--- src/rtl/pipe_hazard_ctrl_if.sv ---
// Control bundle between the 5-stage pipeline and its hazard sequencer.
// HAZ_PERF_CNT_EN adds the stall/flush performance counters (and CNT_W).
interface pipe_hazard_ctrl_if #(
  parameter int REG_ADDR_W = 5
`ifdef HAZ_PERF_CNT_EN
  , parameter int CNT_W = 16
`endif
);
  logic [REG_ADDR_W-1:0] id_rs;
  logic [REG_ADDR_W-1:0] id_rt;
  logic [REG_ADDR_W-1:0] ex_rt;
  logic                  id_uses_rt;
  logic                  id_is_md;
  logic                  ex_memread;
  logic                  ex_br_taken;
  logic                  md_done;
  logic                  pc_write;
  logic                  ifid_write;
  logic                  ifid_flush;
  logic                  idex_bubble;
  logic                  md_start;
  logic                  md_timeout;
`ifdef HAZ_PERF_CNT_EN
  logic [CNT_W-1:0]      stall_cnt;
  logic [CNT_W-1:0]      flush_cnt;

  modport master (
    output id_rs, id_rt, ex_rt, id_uses_rt, id_is_md, ex_memread, ex_br_taken, md_done,
    input  pc_write, ifid_write, ifid_flush, idex_bubble, md_start, md_timeout,
           stall_cnt, flush_cnt
  );
  modport slave (
    input  id_rs, id_rt, ex_rt, id_uses_rt, id_is_md, ex_memread, ex_br_taken, md_done,
    output pc_write, ifid_write, ifid_flush, idex_bubble, md_start, md_timeout,
           stall_cnt, flush_cnt
  );
`else
  modport master (
    output id_rs, id_rt, ex_rt, id_uses_rt, id_is_md, ex_memread, ex_br_taken, md_done,
    input  pc_write, ifid_write, ifid_flush, idex_bubble, md_start, md_timeout
  );
  modport slave (
    input  id_rs, id_rt, ex_rt, id_uses_rt, id_is_md, ex_memread, ex_br_taken, md_done,
    output pc_write, ifid_write, ifid_flush, idex_bubble, md_start, md_timeout
  );
`endif
endinterface

--- src/rtl/pipe_hazard_ctrl.sv ---
// Stall/flush sequencer: load-use stall, taken-branch squash, mul/div start/wait/release.
// HAZ_PERF_CNT_EN adds saturating stall/flush cycle counters (width CNT_W).
module pipe_hazard_ctrl #(
  parameter int REG_ADDR_W = 5,
  parameter int MD_TIMEOUT = 64
`ifdef HAZ_PERF_CNT_EN
  , parameter int CNT_W = 16
`endif
) (
  input  logic              clk,
  input  logic              reset,
  pipe_hazard_ctrl_if.slave hz
);
  localparam int WCNT_W = (MD_TIMEOUT > 1) ? $clog2(MD_TIMEOUT) : 1;
  localparam logic [WCNT_W-1:0] WCNT_LAST = WCNT_W'(MD_TIMEOUT - 1);

  typedef enum logic [1:0] {RUN, MD_START, MD_WAIT, MD_RELEASE} state_e;

  state_e              state_q, state_d;
  logic [WCNT_W-1:0]   wcnt_q, wcnt_d;
  logic                md_timeout_q, md_timeout_d;
  logic [REG_ADDR_W-1:0] id_rs, id_rt, ex_rt;
  logic                lu;
  logic                pc_write, ifid_write, ifid_flush, idex_bubble, md_start;

  assign id_rs = hz.id_rs;
  assign id_rt = hz.id_rt;
  assign ex_rt = hz.ex_rt;
  // r0 is hardwired zero, so a load into it never creates a dependency
  assign lu = hz.ex_memread && (ex_rt != '0) &&
              ((ex_rt == id_rs) || (hz.id_uses_rt && (ex_rt == id_rt)));

  always_comb begin
    state_d      = state_q;
    wcnt_d       = wcnt_q;
    md_timeout_d = md_timeout_q;
    pc_write     = 1'b1;
    ifid_write   = 1'b1;
    ifid_flush   = 1'b0;
    idex_bubble  = 1'b0;
    md_start     = 1'b0;
    unique case (state_q)
      RUN: begin
        if (hz.ex_br_taken) begin
          ifid_flush  = 1'b1;
          idex_bubble = 1'b1;
        end else if (lu) begin
          pc_write    = 1'b0;
          ifid_write  = 1'b0;
          idex_bubble = 1'b1;
        end else if (hz.id_is_md) begin
          pc_write    = 1'b0;
          ifid_write  = 1'b0;
          idex_bubble = 1'b1;
          state_d     = MD_START;
        end
      end
      MD_START: begin
        pc_write    = 1'b0;
        ifid_write  = 1'b0;
        idex_bubble = 1'b1;
        md_start    = 1'b1;
        state_d     = MD_WAIT;
      end
      MD_WAIT: begin
        pc_write    = 1'b0;
        ifid_write  = 1'b0;
        idex_bubble = 1'b1;
        wcnt_d      = wcnt_q + WCNT_W'(1);
        if (hz.md_done) begin
          state_d = MD_RELEASE;
          wcnt_d  = '0;
        end else if ((MD_TIMEOUT != 0) && (wcnt_q == WCNT_LAST)) begin
          state_d      = MD_RELEASE;
          wcnt_d       = '0;
          md_timeout_d = 1'b1;
        end
      end
      MD_RELEASE: begin
        // the mul/div instr moves to EX now; id_is_md still high must not relaunch
        wcnt_d  = '0;
        state_d = RUN;
      end
    endcase
    if (reset) begin
      pc_write    = 1'b0;
      ifid_write  = 1'b0;
      ifid_flush  = 1'b1;
      idex_bubble = 1'b1;
      md_start    = 1'b0;
    end
  end

  always_ff @(posedge clk) begin
    if (reset) begin
      state_q      <= RUN;
      wcnt_q       <= '0;
      md_timeout_q <= 1'b0;
    end else begin
      state_q      <= state_d;
      wcnt_q       <= wcnt_d;
      md_timeout_q <= md_timeout_d;
    end
  end

  assign hz.pc_write    = pc_write;
  assign hz.ifid_write  = ifid_write;
  assign hz.ifid_flush  = ifid_flush;
  assign hz.idex_bubble = idex_bubble;
  assign hz.md_start    = md_start;
  assign hz.md_timeout  = md_timeout_q;

`ifdef HAZ_PERF_CNT_EN
  logic [CNT_W-1:0] stall_cnt_q, stall_cnt_d, flush_cnt_q, flush_cnt_d;

  always_comb begin
    stall_cnt_d = stall_cnt_q;
    flush_cnt_d = flush_cnt_q;
    if (!pc_write && (stall_cnt_q != '1)) stall_cnt_d = stall_cnt_q + CNT_W'(1);
    if (ifid_flush && (flush_cnt_q != '1)) flush_cnt_d = flush_cnt_q + CNT_W'(1);
  end

  always_ff @(posedge clk) begin
    if (reset) begin
      stall_cnt_q <= '0;
      flush_cnt_q <= '0;
    end else begin
      stall_cnt_q <= stall_cnt_d;
      flush_cnt_q <= flush_cnt_d;
    end
  end

  assign hz.stall_cnt = stall_cnt_q;
  assign hz.flush_cnt = flush_cnt_q;
`endif
endmodule

--- src/flat_wrapper.sv ---
// flat-port wrapper written by rule: the top's interface ports become plain ports
module pipe_hazard_ctrl_flat 
#(
  parameter int REG_ADDR_W = 5,
  parameter int MD_TIMEOUT = 64

)
  (clk, reset, hz_id_rs, hz_id_rt, hz_ex_rt, hz_id_uses_rt, hz_id_is_md, hz_ex_memread, hz_ex_br_taken, hz_md_done, hz_pc_write, hz_ifid_write, hz_ifid_flush, hz_idex_bubble, hz_md_start, hz_md_timeout);
  pipe_hazard_ctrl_if #(.REG_ADDR_W(REG_ADDR_W)) hz_i ();
  input  logic clk;
  input  logic reset;
  input wire logic [$bits(hz_i.id_rs)-1:0] hz_id_rs;
  input wire logic [$bits(hz_i.id_rt)-1:0] hz_id_rt;
  input wire logic [$bits(hz_i.ex_rt)-1:0] hz_ex_rt;
  input wire logic [$bits(hz_i.id_uses_rt)-1:0] hz_id_uses_rt;
  input wire logic [$bits(hz_i.id_is_md)-1:0] hz_id_is_md;
  input wire logic [$bits(hz_i.ex_memread)-1:0] hz_ex_memread;
  input wire logic [$bits(hz_i.ex_br_taken)-1:0] hz_ex_br_taken;
  input wire logic [$bits(hz_i.md_done)-1:0] hz_md_done;
  output wire logic [$bits(hz_i.pc_write)-1:0] hz_pc_write;
  output wire logic [$bits(hz_i.ifid_write)-1:0] hz_ifid_write;
  output wire logic [$bits(hz_i.ifid_flush)-1:0] hz_ifid_flush;
  output wire logic [$bits(hz_i.idex_bubble)-1:0] hz_idex_bubble;
  output wire logic [$bits(hz_i.md_start)-1:0] hz_md_start;
  output wire logic [$bits(hz_i.md_timeout)-1:0] hz_md_timeout;
  assign hz_i.id_rs = hz_id_rs;
  assign hz_i.id_rt = hz_id_rt;
  assign hz_i.ex_rt = hz_ex_rt;
  assign hz_i.id_uses_rt = hz_id_uses_rt;
  assign hz_i.id_is_md = hz_id_is_md;
  assign hz_i.ex_memread = hz_ex_memread;
  assign hz_i.ex_br_taken = hz_ex_br_taken;
  assign hz_i.md_done = hz_md_done;
  assign hz_pc_write = hz_i.pc_write;
  assign hz_ifid_write = hz_i.ifid_write;
  assign hz_ifid_flush = hz_i.ifid_flush;
  assign hz_idex_bubble = hz_i.idex_bubble;
  assign hz_md_start = hz_i.md_start;
  assign hz_md_timeout = hz_i.md_timeout;
  pipe_hazard_ctrl #(.REG_ADDR_W(REG_ADDR_W), .MD_TIMEOUT(MD_TIMEOUT)) u_core (.clk(clk), .reset(reset), .hz(hz_i));
endmodule
--- config.mk ---
export PLATFORM = sky130hd
export DESIGN_NAME = pipe_hazard_ctrl_flat
export DESIGN_NICKNAME = d
export VERILOG_FILES = /design/src/rtl/pipe_hazard_ctrl_if.sv /design/src/rtl/pipe_hazard_ctrl.sv /design/src/flat_wrapper.sv
export SDC_FILE = /design/constraint.sdc
export NUM_CORES = 1
export LEC_CHECK = 0
export BUFFER_PORTS_ARGS = -buffer_cell sky130_fd_sc_hd__clkbuf_2
export CAP_MARGIN = 20
export CORE_MARGIN = 2
export CORE_UTILIZATION = 34
export DETAILED_ROUTE_END_ITERATION = 7
export SLEW_MARGIN = 30
export SYNTH_ARGS = -nofsm -noshare
export SYNTH_HDL_FRONTEND = slang
export SYNTH_SLANG_ARGS = --single-unit
export TNS_END_PERCENT = 20
--- constraint.sdc ---
create_clock -name clk -period 3.01 [get_ports clk]
set_clock_uncertainty 0.05 [all_clocks]
set_input_delay 0.1505 -clock clk [delete_from_list [all_inputs] [get_ports clk]]
set_output_delay 0.1505 -clock clk [all_outputs]
set_load 0.01 [all_outputs]
* Word level (Yosys, flattened, before mapping)
Index checks and enable logic that the tools add are counted.
** Word-level totals
- Flip-flop bits (word level) :: 9
- Bits of input ports :: 22
- Output and inout port bits :: 6
- Word-level logic and storage cells :: 49
** Cells by class
- $add $sub $neg :: 1
- Equality and inequality tests :: 10
- Mux-type cells :: 24
- Bitwise logic cells :: 1
- Reduce and logical (&&, ||, !) cells :: 10
** Operators with widths (number)
- $mux 1 :: 13
- $mux 6 :: 2
- $pmux 6 s2 :: 1
- $eq 5x5->1 :: 2
- $mux 2 :: 5
- $pmux 2 s4 :: 1
- $add 6x1->6 const B :: 1
- $eq 6x6->1 const B :: 1
- $ne 2x2->1 const B :: 3
- $reduce_bool 5->1 :: 1
- $eq 2x2->1 const B :: 2
- $pmux 1 s2 :: 2
- $reduce_and 4->1 :: 1
- $logic_and 1x1->1 :: 3
- $ne 3x2->1 const B :: 1
- $reduce_and 3->1 :: 1
- $eq 2x1->1 const B :: 1
- $logic_not 2->1 :: 1
- $reduce_bool 2->1 :: 1
- $reduce_or 2->1 :: 1
- $logic_or 1x1->1 :: 1
- $not 1->1 :: 1

* Depth between registers and ports, before layout
Gate-level depths: netlist (run 1).
- Word-level depth :: 8
- Depth in mapped cells :: 7
- Mapped depth without buffers :: 7

* Least setup slack after synthesis (run 1)
OpenSTA, ideal clock, no wires.
- Kind :: input-to-output
- Start :: input port hz_ex_rt[1]
- End :: output port hz_pc_write
- Arrival :: 1.548 ns
- Data required time :: 2.809 ns
- Setup slack :: 1.262 ns
- Cell stages on the path :: 5
- Path buffers :: 1
- Path through :: or4_4 o21ai_2 o21ai_1 a311oi_1 buf_4
** On the way
- Longest elaborated chain between the ends :: 8
- Elaborated cells on any way between the ends :: 11
- Those cells by class :: eq/ne (2); mux (4); reduce/logical (5)
** Ends and longest elaborated chain
- start, declared :: line flat_wrapper.sv:14 : input wire logic [$bits(hz_i.ex_rt)-1:0] hz_ex_rt;
- $eq 5x5->1 :: line pipe_hazard_ctrl.sv:31 : ((ex_rt == id_rs) || (hz.id_uses_rt && (ex_rt == id_rt)));
- $logic_and 1x1->1 :: line pipe_hazard_ctrl.sv:31
- $logic_or 1x1->1 :: line pipe_hazard_ctrl.sv:31
- $logic_and 1x1->1 (*) :: line pipe_hazard_ctrl.sv:30 : assign lu = hz.ex_memread && (ex_rt != '0) &&
- $mux 1 (*) (2 in series)
- $pmux 1 s2 (*)
- $mux 1 (*)
- end, declared :: line flat_wrapper.sv:20 : output wire logic [$bits(hz_i.pc_write)-1:0] hz_pc_write;
Every way passes the cells marked *; elsewhere a longest branch is shown, timed or not.

* Worst setup path in the final report (run 1)
- Start :: register u_core.state_q[1]
- End :: output port hz_pc_write
** On the way
- Longest elaborated chain between the ends :: 4
- Elaborated cells on any way between the ends :: 6
- Those cells by class :: eq/ne (2); mux (2); reduce/logical (2)
** Ends and longest elaborated chain
- start, declared :: line pipe_hazard_ctrl.sv:19 : state_e state_q, state_d;
- start signal, assigned :: line pipe_hazard_ctrl.sv:100 : state_q <= state_d;
- $eq 2x1->1 or $eq 2x2->1 (tied branches) :: line pipe_hazard_ctrl.sv:42 : unique case (state_q)
- $reduce_or 2->1 (no line)
- $pmux 1 s2 (*) :: line pipe_hazard_ctrl.sv:42
- $mux 1 (*) :: line pipe_hazard_ctrl.sv:85 : if (reset) begin
Marks and branches as above.

==> results.md, run 1 <==
- Router iterations before antenna repair: 4
- Combinational share of power: 49.9%
- Yosys reg bits: 9
- Sw Share: 38.7%
- Die W: about 50 um
- Dominant synthesized flop cell: dfxtp_1
- Startpoint Class: register
- Ranking of synthesized cells by area: dfxtp_1 25%, xor2_1 11%, ha_1 10%, nor2_1 5.1%, mux2i_1 4.1%
- IO Pins: 28
- Initial core utilization: between 30% and 40%
- Syn-to-layout area delta: 24.2%
- Flop2flop setup slack: 1230 ps
- GRT overflow: 0
- CP Max Fanout: 4
- Hold Crit Class: primary input to register
- EDFF count, synth: 0
- Post-route insts no fill: about 140
- Cell area after synthesis: approximately 730 um2
- H-tree depth: 1
- DPL Wire Length: around 1.3 mm
- Worst EP required: around 2800 ps
- Fmax: roughly 520 MHz
- Setup Crit Path Kind: register to output pin
- Final period util: a little under two thirds
- Commonest cells post-synth: 10 x nor2_1, 9 x dfxtp_1, 9 x xor2_1
- Multi-input gate area: 512 um2
- Final wirelength: around 1.6 mm
- CTS Buf Count: 3
- Cts repair resizes: 0
- Placer congestion estimate: between 0.7 and 0.8
- Max Root-Sink Buffers: 2
- Syn nets: approximately 120
- Final setup TNS: 0 ps
- Core ar.: 2000 um2
- Post-synthesis simple-gate area fraction: a little under a quarter
- Mapped Cells: 88
- Compound-gate portion of the synthesized area: 20.8%
- Clock Power Share: roughly a fifth
- Fill cells: roughly 210
- Mean Syn Cell Area: ~8.3 um2
- Fin crit period: roughly 1900 ps
- Ys async rst share: 0%
- Wire length of the first global-routing pass: between 2 and 3 mm
- Synthesis Warnings: 0
- Int Power: 293 uW
- Drt drc: 0
- Status: complete, no violations
- Chip height: around 50 um
- Reg area: 180 um2
- RSZ-0062 raised after global routing: no
- Static Leakage: around 0.0004 uW
- Final ANT Viol Nets: 0
- Insertion delay to the later sink of the worst-skew pair: 260 ps
- Final setup violation count: 0
- Clock-pin transition on the worst setup and hold timing paths: approximately 60 ps
- Routed length per instance: ~11 um
- Cts-stage hold buffer count: 0
- Final Hold Fails: 0
- ANT cells: 0
- Critical Path AT: 1710 ps
- Main combinational cell family by area after synthesis: simple AND/OR/NAND/NOR gates
- R2R Path End: u_core.wcnt_q[5]
- Std cell rows: 16
- 1st-iter DRT viols: 9
- R2R cell count: 7
- Number of global-route vias before repair: a little over 600
- Layout cells sized above 1: between 20% and 30%
- Placed Instances: 140
- TritonCTS clock tree: yes
- NetSw: approximately 190 uW
- Relative slew slack: about 78%
- Area leader, netlist: dfxtp_1
- Worst Hold Depth: 4
- Start of the worst register-to-register path: u_core.state_q[0]
- Post-synthesis xor/xnor area fraction: between 10% and 20%
- VDD IR-drop max: 0.000350 V
- MaxCap Viol Count: 0
- Hold Crit Endpoint: u_core.wcnt_q[2]
- Full die area: 2530 um2
- Final net count: roughly 150
- Seq pwr share: 31.0%
- Worst hold path startpoint: hz_md_done
- Initial antenna violation count: 0
- Yosys cell types: 33
- Post-synth top area share: between 20 and 25%
- TritonCTS Sinks: 9
- Mux contribution to synthesized area: ~4.1%
- Largest net degree at the start of global routing: 16
- Top-count cell post-synth: nor2_1
- Via density: between 4 and 5
- GRT Resource Usage Total: a little over an eighth
- Setup bufs post-CTS: 0
- Vias post-DR: around 720
- Root Buffer: clkbuf_4
- Register area share after synthesis: approximately a quarter
- # port buffers: 27
- Slew of the pin with the lowest slew margin: ~340 ps
- Worst Setup SP: u_core.state_q[1]
- Synth Area in Adders: a little over 10%
- Pwr/cell area: 528 nW/um2
- Final Max Tran Viols: 0
- Crit. End Element: output pin
## cells in the final DEF (no fill, tap or decap), types with 2 or more instances in the layout
cell type,synthesis,layout
nand3_1,2,2
nor3_1,4,4
nand2b_1,4,4
nand3b_1,2,2
a21oi_1,4,4
ha_1,6,6
clkbuf_2,0,27
nor2_1,10,10
nor2b_1,4,4
inv_1,5,5
a22oi_1,2,2
xor2_1,9,9
o21ai_0,5,5
clkbuf_4,0,3
mux2i_1,3,3
dfxtp_1,9,9
## state kept, by name, summed over array words and instances, names as in the netlist
signal,cells
u_core.wcnt_q,6
u_core.hz.md_timeout,1
u_core.state_q,2
## critical path, stage by stage, from the launching register on
cell      delay, ps
dfxtp_1         390
inv_1           100
ha_1            320
nor2b_1         140
a311oi_1        310
clkbuf_2        190
## worst max path at each step
stage	to	slack, ps	cells past startpoint
after floorplan	hz_pc_write	1260	5
after global placement	hz_pc_write	1260	6
after detailed placement	hz_pc_write	1270	6
after CTS	hz_pc_write	1090	5
after global routing	hz_idex_bubble	960	6
final	hz_pc_write	1100	5
## through the flow
stage               instance area [um2]  utilization [%]  total power, uW  worst slack [ps]  hold WS, ps
global route                        906             45.3              521               961          211
CTS                                 906             45.3              486              1090          165
global placement                    880             43.9              384              1260          402
detailed placement                  880             43.9              389              1270          415
floorplan                           729                -              323              1260          281
finish                              906             45.3              479              1100          188
## power groups by stage
stage | Clock [uW] | Sequential, uW | Combinational [uW]
after floorplan | 0 | 147 | 176
after global placement | 0 | 149 | 234
after detailed placement | 0 | 151 | 238
after CTS | 96.7 | 148 | 241
after global routing | 101 | 150 | 270
final | 91.4 | 148 | 239
## logic make-up after synthesis
logic type      Yosys count
simple gates             31
xor+xnor                 10
buf+inv                   7
flops                     9
fa+ha+maj                 6
mux                       3
compound gates           22
## per-layer routing
layer	wire, um	vias to the layer above	GRT usage, %
met5	0	-	0
met1	723	329	17.9
met2	768	16	20.0
met3	66	2	2.98
li1	-	372	-
met4	12	0	5.41
## area by class of cell
type	count	share of cell area, %
Multi-Input combinational cell	72	56.5
Timing Repair Buffer	27	14.9
Sequential cell	9	19.9
Clock buffer	4	2.90
Tap cell	27	3.73
Inverter	5	2.07
(Power assumes the default switching activity.)
==> run 2, diff against run 1 <==
Clock period 3.01 ns to 1.7 ns, I/O delays scaled along.
==> results.md, run 2 (synthesis gave the netlist of run 1 again) <==
- Status: complete, no violations (unchanged)
- Core ar.: 2000 um2 (unchanged)
- Layout cells sized above 1: 35.8% (was 28.2%)
- Wire length of the first global-routing pass: 2.64 mm (was 2.59 mm)
- Final Util: 47.9% (was 45.3%)
- IO Pins: 28 (unchanged)
- # port buffers: 27 (unchanged)
- DPL Wire Length: 1.30 mm (about the same)
- Std cell rows: 16 (unchanged)
- Via density: 4.82 (was 4.99)
- Slowest CP cell: dfxtp_2 (was dfxtp_1)
- Syn-to-layout area delta: 31.4% (was 24.2%)
- GRT Resource Usage Total: 13.4% (was 13.2%)
- Final Total Pwr: 924 uW (was 479 uW)
- Setup Crit Path Kind: register to output pin (unchanged)
- Max Root-Sink Buffers: 2 (unchanged)
- Final ANT Viol Nets: 0 (unchanged)
- Crit. End Element: output pin (unchanged)
- Fin crit period: around 1700 ps
- Vias post-DR: 709 (was 719)
- VDD IR-drop max: 0.000674 V (was 0.000350 V)
- Placer congestion estimate: 0.779 (was 0.784)
- Startpoint Class: register (unchanged)
- Final Hold Fails: 0 (unchanged)
- Worst path max stage delay: 340 ps (was 390 ps)
- CTS Buf Count: 3 (unchanged)
- TritonCTS clock tree: yes (unchanged)
- CP Cell Sequence: inv_1 > ha_4 > a21oi_1 > nor2_1 > a311o_1 > clkbuf_2 (was inv_1 > ha_1 > nor2b_1 > a311oi_1 > clkbuf_2)
- Routed length per instance: 10.7 um (was 10.9 um)
- Initial core utilization: 36.4% (unchanged)
- Cts-stage hold buffer count: 0 (unchanged)
- Full die area: 2530 um2 (unchanged)
- Final setup violation count: 0 (unchanged)
- Most frequent cells in the layout: 27 x clkbuf_2, 10 x nor2_1, 9 x xor2_1, 7 x dfxtp_1 (was 27 x clkbuf_2, 10 x nor2_1, 9 x xor2_1, 9 x dfxtp_1, 6 x ha_1)
- Delay-heaviest family, CP: compound AO/OA/AOI/OAI gates (was flip-flops)
- Final setup TNS: 0 ps (unchanged)
- Commonest non-fill, non-tap cell in the layout: clkbuf_2 (unchanged)
- 1st-iter DRT viols: 11 (was 9)
- GRT overflow: 0 (unchanged)
- Number of global-route vias before repair: 631 (was 621)
- Pwr/cell area: 964 nW/um2 (was 528 nW/um2)
- Place WS: 74.2 ps (was 1270 ps)
- Final hold slack: 152 ps (was 188 ps)
- Chip height: 50.3 um (unchanged)
- MaxCap Viol Count: 0 (unchanged)
- Final worst setup slack: 37.3 ps (was 1100 ps)
- Max FFs per register: 6 (unchanged)
- CP Max Fanout: 4 (unchanged)
- Final net count: 149 (was 146)
- RSZ-0062 raised after global routing: yes (was no)
- Root Buffer: clkbuf_4 (unchanged)
- Final period util: a little over nine tenths
- Slew of the pin with the lowest slew margin: 289 ps (was 335 ps)
- Hold Crit Class: primary input to register (unchanged)
- Static Leakage: 0.000420 uW (was 0.000398 uW)
- ANT cells: 0 (unchanged)
- Fmax: around 600 MHz
- Initial antenna violation count: 0 (unchanged)
- Insertion delay to the later sink of the worst-skew pair: 250 ps (was 260 ps)
- Worst EP required: 1560 ps (was 2810 ps)
- H-tree depth: 1 (unchanged)
- Biggest register: u_core.wcnt_q (unchanged)
- Relative slew slack: 80.7% (was 77.6%)
- Largest net degree at the start of global routing: 16 (unchanged)
- Drt drc: 0 (unchanged)
- Final Max Tran Viols: 0 (unchanged)
- Critical Path AT: 1530 ps (was 1710 ps)
- Clock-pin transition on the worst setup and hold timing paths: 60 ps (about the same)
- Die W: 50.3 um (unchanged)
- Final wirelength: 1.57 mm (about the same)
- TritonCTS Sinks: 9 (unchanged)
- CP bufs+invs: 2 (unchanged)
- Fill cells: 201 (was 214)
- Router iterations before antenna repair: 4 (unchanged)
[run 2: final cells by class]
type | count | area (um2) | area share, %
Clock buffer | 4 | 26.3 | 2.74
Multi-Input combinational cell | 72 | 537 | 56.0
Inverter | 5 | 18.8 | 1.96
Timing Repair Buffer | 30 | 158 | 16.4
Tap cell | 27 | 33.8 | 3.52
Sequential cell | 9 | 185 | 19.3
[run 2: timing repair]
item	4_1_cts	5_1_grt
gates resized for setup	5	3
setup buffers	0	0
endpoints found under the setup margin	3	3
pin swaps	1	0
[run 2: stage by stage]
| step | cell area, um2 | instances |
|---|---|---|
| 2_1_floorplan | 729 | 88 |
| 3_3_place_gp | 902 | 143 |
| 3_5_place_dp | 902 | 143 |
| 4_1_cts | 950 | 147 |
| 5_1_grt | 958 | 147 |
| 6_report | 958 | 147 |
[run 2: path summary, 6_finish.rpt]
path / endpoint / cells past startpoint / from / slack [ps]
max: hz_idex_bubble / 6 / u_core.state_q[1] / 40
min: u_core.wcnt_q[5] / 2 / reset / 150
max reg2reg: u_core.wcnt_q[5] / 6 / u_core.wcnt_q[0] / 160
min reg2reg: u_core.hz.md_timeout / 2 / u_core.hz.md_timeout / 420
[run 2: report_power, final]
group / total [uW] / internal [uW] / switching [uW]
registers: 274 / 243 / 30.4
logic: 492 / 247 / 245
clock network: 159 / 90.1 / 68.8
[run 2: worst register-to-register path, stage by stage, from the launching register on]
cell,delay [ps]
dfxtp_1,390
ha_1,230
nand3_1,140
o21a_2,260
nor2b_1,130
o21ai_0,140
a21oi_1,80
[run 2: per-layer routing]
metal  up-vias  GRT usage [%]  part of all wire, %
li1        381              -                    -
met1       311           17.7                   49
met2        15           21.1                   46
met3         2           2.08                  3.7
met4         0           6.76                 0.83
met5         -              0                    0
==> run 3, diff against run 2 <==
Settings changed: CORE_ASPECT_RATIO set to 1.25.
==> results.md, run 3 (synthesis gave the netlist of run 1 again) <==
- Number of global-route vias before repair: 707 (was 631)
- Max Root-Sink Buffers: 2 (unchanged)
- Final net count: 154 (was 149)
- Final worst setup slack: 44.6 ps (was 37.3 ps)
- Worst Hold Depth: 2 (unchanged)
- Crit. End Element: output pin (unchanged)
- Hold Crit Class: primary input to register (unchanged)
- Router iterations before antenna repair: 4 (unchanged)
- Largest net degree at the start of global routing: 16 (unchanged)
- Final Max Tran Viols: 0 (unchanged)
- GRT Resource Usage Total: 14.4% (was 13.4%)
- Vias post-DR: 760 (was 709)
- CP Max Fanout: 4 (unchanged)
- Final setup violation count: 0 (unchanged)
- DP Area: 916 um2 (was 902 um2)
- Max FFs per register: 6 (unchanged)
- Startpoint Class: register (unchanged)
- MaxCap Viol Count: 0 (unchanged)
- Fmax: 604 MHz (was 601 MHz)
- 1st-iter DRT viols: 6 (was 11)
- Design area: 992 um2 (was 958 um2)
- R2R Path End: u_core.wcnt_q[5] (unchanged)
- IO Pins: 28 (unchanged)
- Pwr/cell area: 1020 nW/um2 (was 964 nW/um2)
- Insertion delay to the later sink of the worst-skew pair: 260 ps (was 250 ps)
- Critical Path AT: 1520 ps (was 1530 ps)
- Final Total Pwr: 1010 uW (was 924 uW)
- Place WS: 21.2 ps (was 74.2 ps)
- Fin crit period: 1660 ps (about the same)
- H-tree depth: 1 (unchanged)
- Via density: 5.24 (was 4.82)
- Final wirelength: 1.68 mm (was 1.57 mm)
- Cts-stage hold buffer count: 0 (unchanged)
- Final setup TNS: 0 ps (unchanged)
- Worst EP required: 1560 ps (about the same)
- Final hold slack: 149 ps (was 152 ps)
- Status: complete, no violations (unchanged)
- CTS Buf Count: 3 (unchanged)
- Chip height: 55.8 um (was 50.3 um)
- Die W: 45.4 um (was 50.3 um)
- Placer congestion estimate: 0.753 (was 0.779)
- Initial antenna violation count: 0 (unchanged)
- Std cell rows: 18 (was 16)
- Syn-to-layout area delta: 36.0% (was 31.4%)
- Root Buffer: clkbuf_4 (unchanged)
- Slew of the pin with the lowest slew margin: 301 ps (was 289 ps)
- Final period util: 97.4% (was 97.8%)
- Fill cells: 211 (was 201)
- Static Leakage: 0.000445 uW (was 0.000420 uW)
- VDD IR-drop max: 0.000746 V (was 0.000674 V)
- Most frequent cells in the layout: 26 x clkbuf_2, 10 x nor2_1, 9 x xor2_1, 8 x buf_4, 7 x dfxtp_1 (was 27 x clkbuf_2, 10 x nor2_1, 9 x xor2_1, 7 x dfxtp_1)
- Slowest CP cell: dfxtp_2 (unchanged)
- Delay-heaviest family, CP: compound AO/OA/AOI/OAI gates (unchanged)
- Flop2flop setup slack: 120 ps (was 160 ps)
- R2R cell count: 7 (was 6)
- Hold Crit Endpoint: u_core.wcnt_q[2] (was u_core.wcnt_q[5])
- Routed length per instance: 11.6 um (was 10.7 um)
- Drt drc: 0 (unchanged)
- GRT overflow: 0 (unchanged)
- Wire length of the first global-routing pass: 2.79 mm (was 2.64 mm)
- Worst hold path startpoint: reset (unchanged)
- # port buffers: 27 (unchanged)
- TritonCTS clock tree: yes (unchanged)
- ANT cells: 0 (unchanged)
- Worst path max stage delay: 360 ps (was 340 ps)
- CP Cell Sequence: inv_2 > ha_4 > a21oi_2 > nor2_1 > a311o_1 > buf_2 (was inv_1 > ha_4 > a21oi_1 > nor2_1 > a311o_1 > clkbuf_2)
- Final Hold Fails: 0 (unchanged)
- Final ANT Viol Nets: 0 (unchanged)
- Clock-pin transition on the worst setup and hold timing paths: 60 ps (about the same)
- Setup Crit Path Kind: register to output pin (unchanged)
- CP bufs+invs: 2 (unchanged)
- Core ar.: 2000 um2 (about the same)
- Biggest register: u_core.wcnt_q (unchanged)
- Full die area: 2530 um2 (about the same)
- Commonest non-fill, non-tap cell in the layout: clkbuf_2 (unchanged)
- Relative slew slack: 80.0% (was 80.7%)
- TritonCTS Sinks: 9 (unchanged)
- Start of the worst register-to-register path: u_core.state_q[1] (was u_core.wcnt_q[0])
- DPL Wire Length: 1.33 mm (was 1.30 mm)
- Layout cells sized above 1: 39.2% (was 35.8%)
- Initial core utilization: 36.4% (about the same)
-- run 3: cell types whose count changed in the layout (fill, tap and decap cells not counted), sizes merged --
cell    previous run  this run
buf                3         9
clkbuf            31        30
-- run 3: how the worst max path moves through the flow --
stage | startpoint | end | slack, ps | cells past startpoint
after floorplan | u_core.state_q[0] | hz_pc_write | 40 | 5
after global placement | hz_ex_rt[1] | hz_pc_write | 40 | 6
after detailed placement | u_core.state_q[0] | u_core.wcnt_q[5] | 20 | 7
after CTS | u_core.state_q[1] | hz_idex_bubble | 10 | 6
after global routing | u_core.state_q[1] | hz_idex_bubble | -4 | 6
final | u_core.state_q[1] | hz_idex_bubble | 40 | 6
-- run 3: through the flow --
| step | util, % | cells |
|---|---|---|
| 2_1_floorplan | - | 88 |
| 5_1_grt | 49.5 | 145 |
| 4_1_cts | 48.3 | 143 |
| 3_5_place_dp | 45.7 | 139 |
| 6_report | 49.5 | 145 |
| 3_3_place_gp | 45.7 | 139 |
-- run 3: report_power, final --
group / leakage, uW / switching (uW) / total [uW] / internal [uW]
combinational: 0.000356 / 271 / 562 / 291
clock: 0.0000150 / 80.2 / 171 / 90.8
sequential: 0.0000739 / 31.2 / 275 / 243
total: 0.000445 / 383 / 1010 / 625
-- run 3: area by class of cell --
cell class / count / area [um2] / area share [%]
clock buffers: 4 / 26.3 / 2.65
well taps: 20 / 25.0 / 2.52
multi-input cells: 72 / 539 / 54.4
flip-flops and latches: 9 / 185 / 18.7
repair buffers: 35 / 195 / 19.7
inverters: 5 / 21.3 / 2.14
-- run 3: repair_timing --
action,4_1_cts,5_1_grt
gates resized for setup,6,5
endpoints found under the setup margin,4,2
pin swaps,1,1
setup buffers,0,2
-- run 3: metal layers --
| layer | share of wire (%) | routed length (um) | global-route usage, % |
|---|---|---|---|
| met1 | 42 | 708 | 16.3 |
| met3 | 6.0 | 100 | 1.95 |
| met5 | 0 | 0 | 0 |
| met2 | 49 | 828 | 24.5 |
| met4 | 2.5 | 42 | 7.56 |
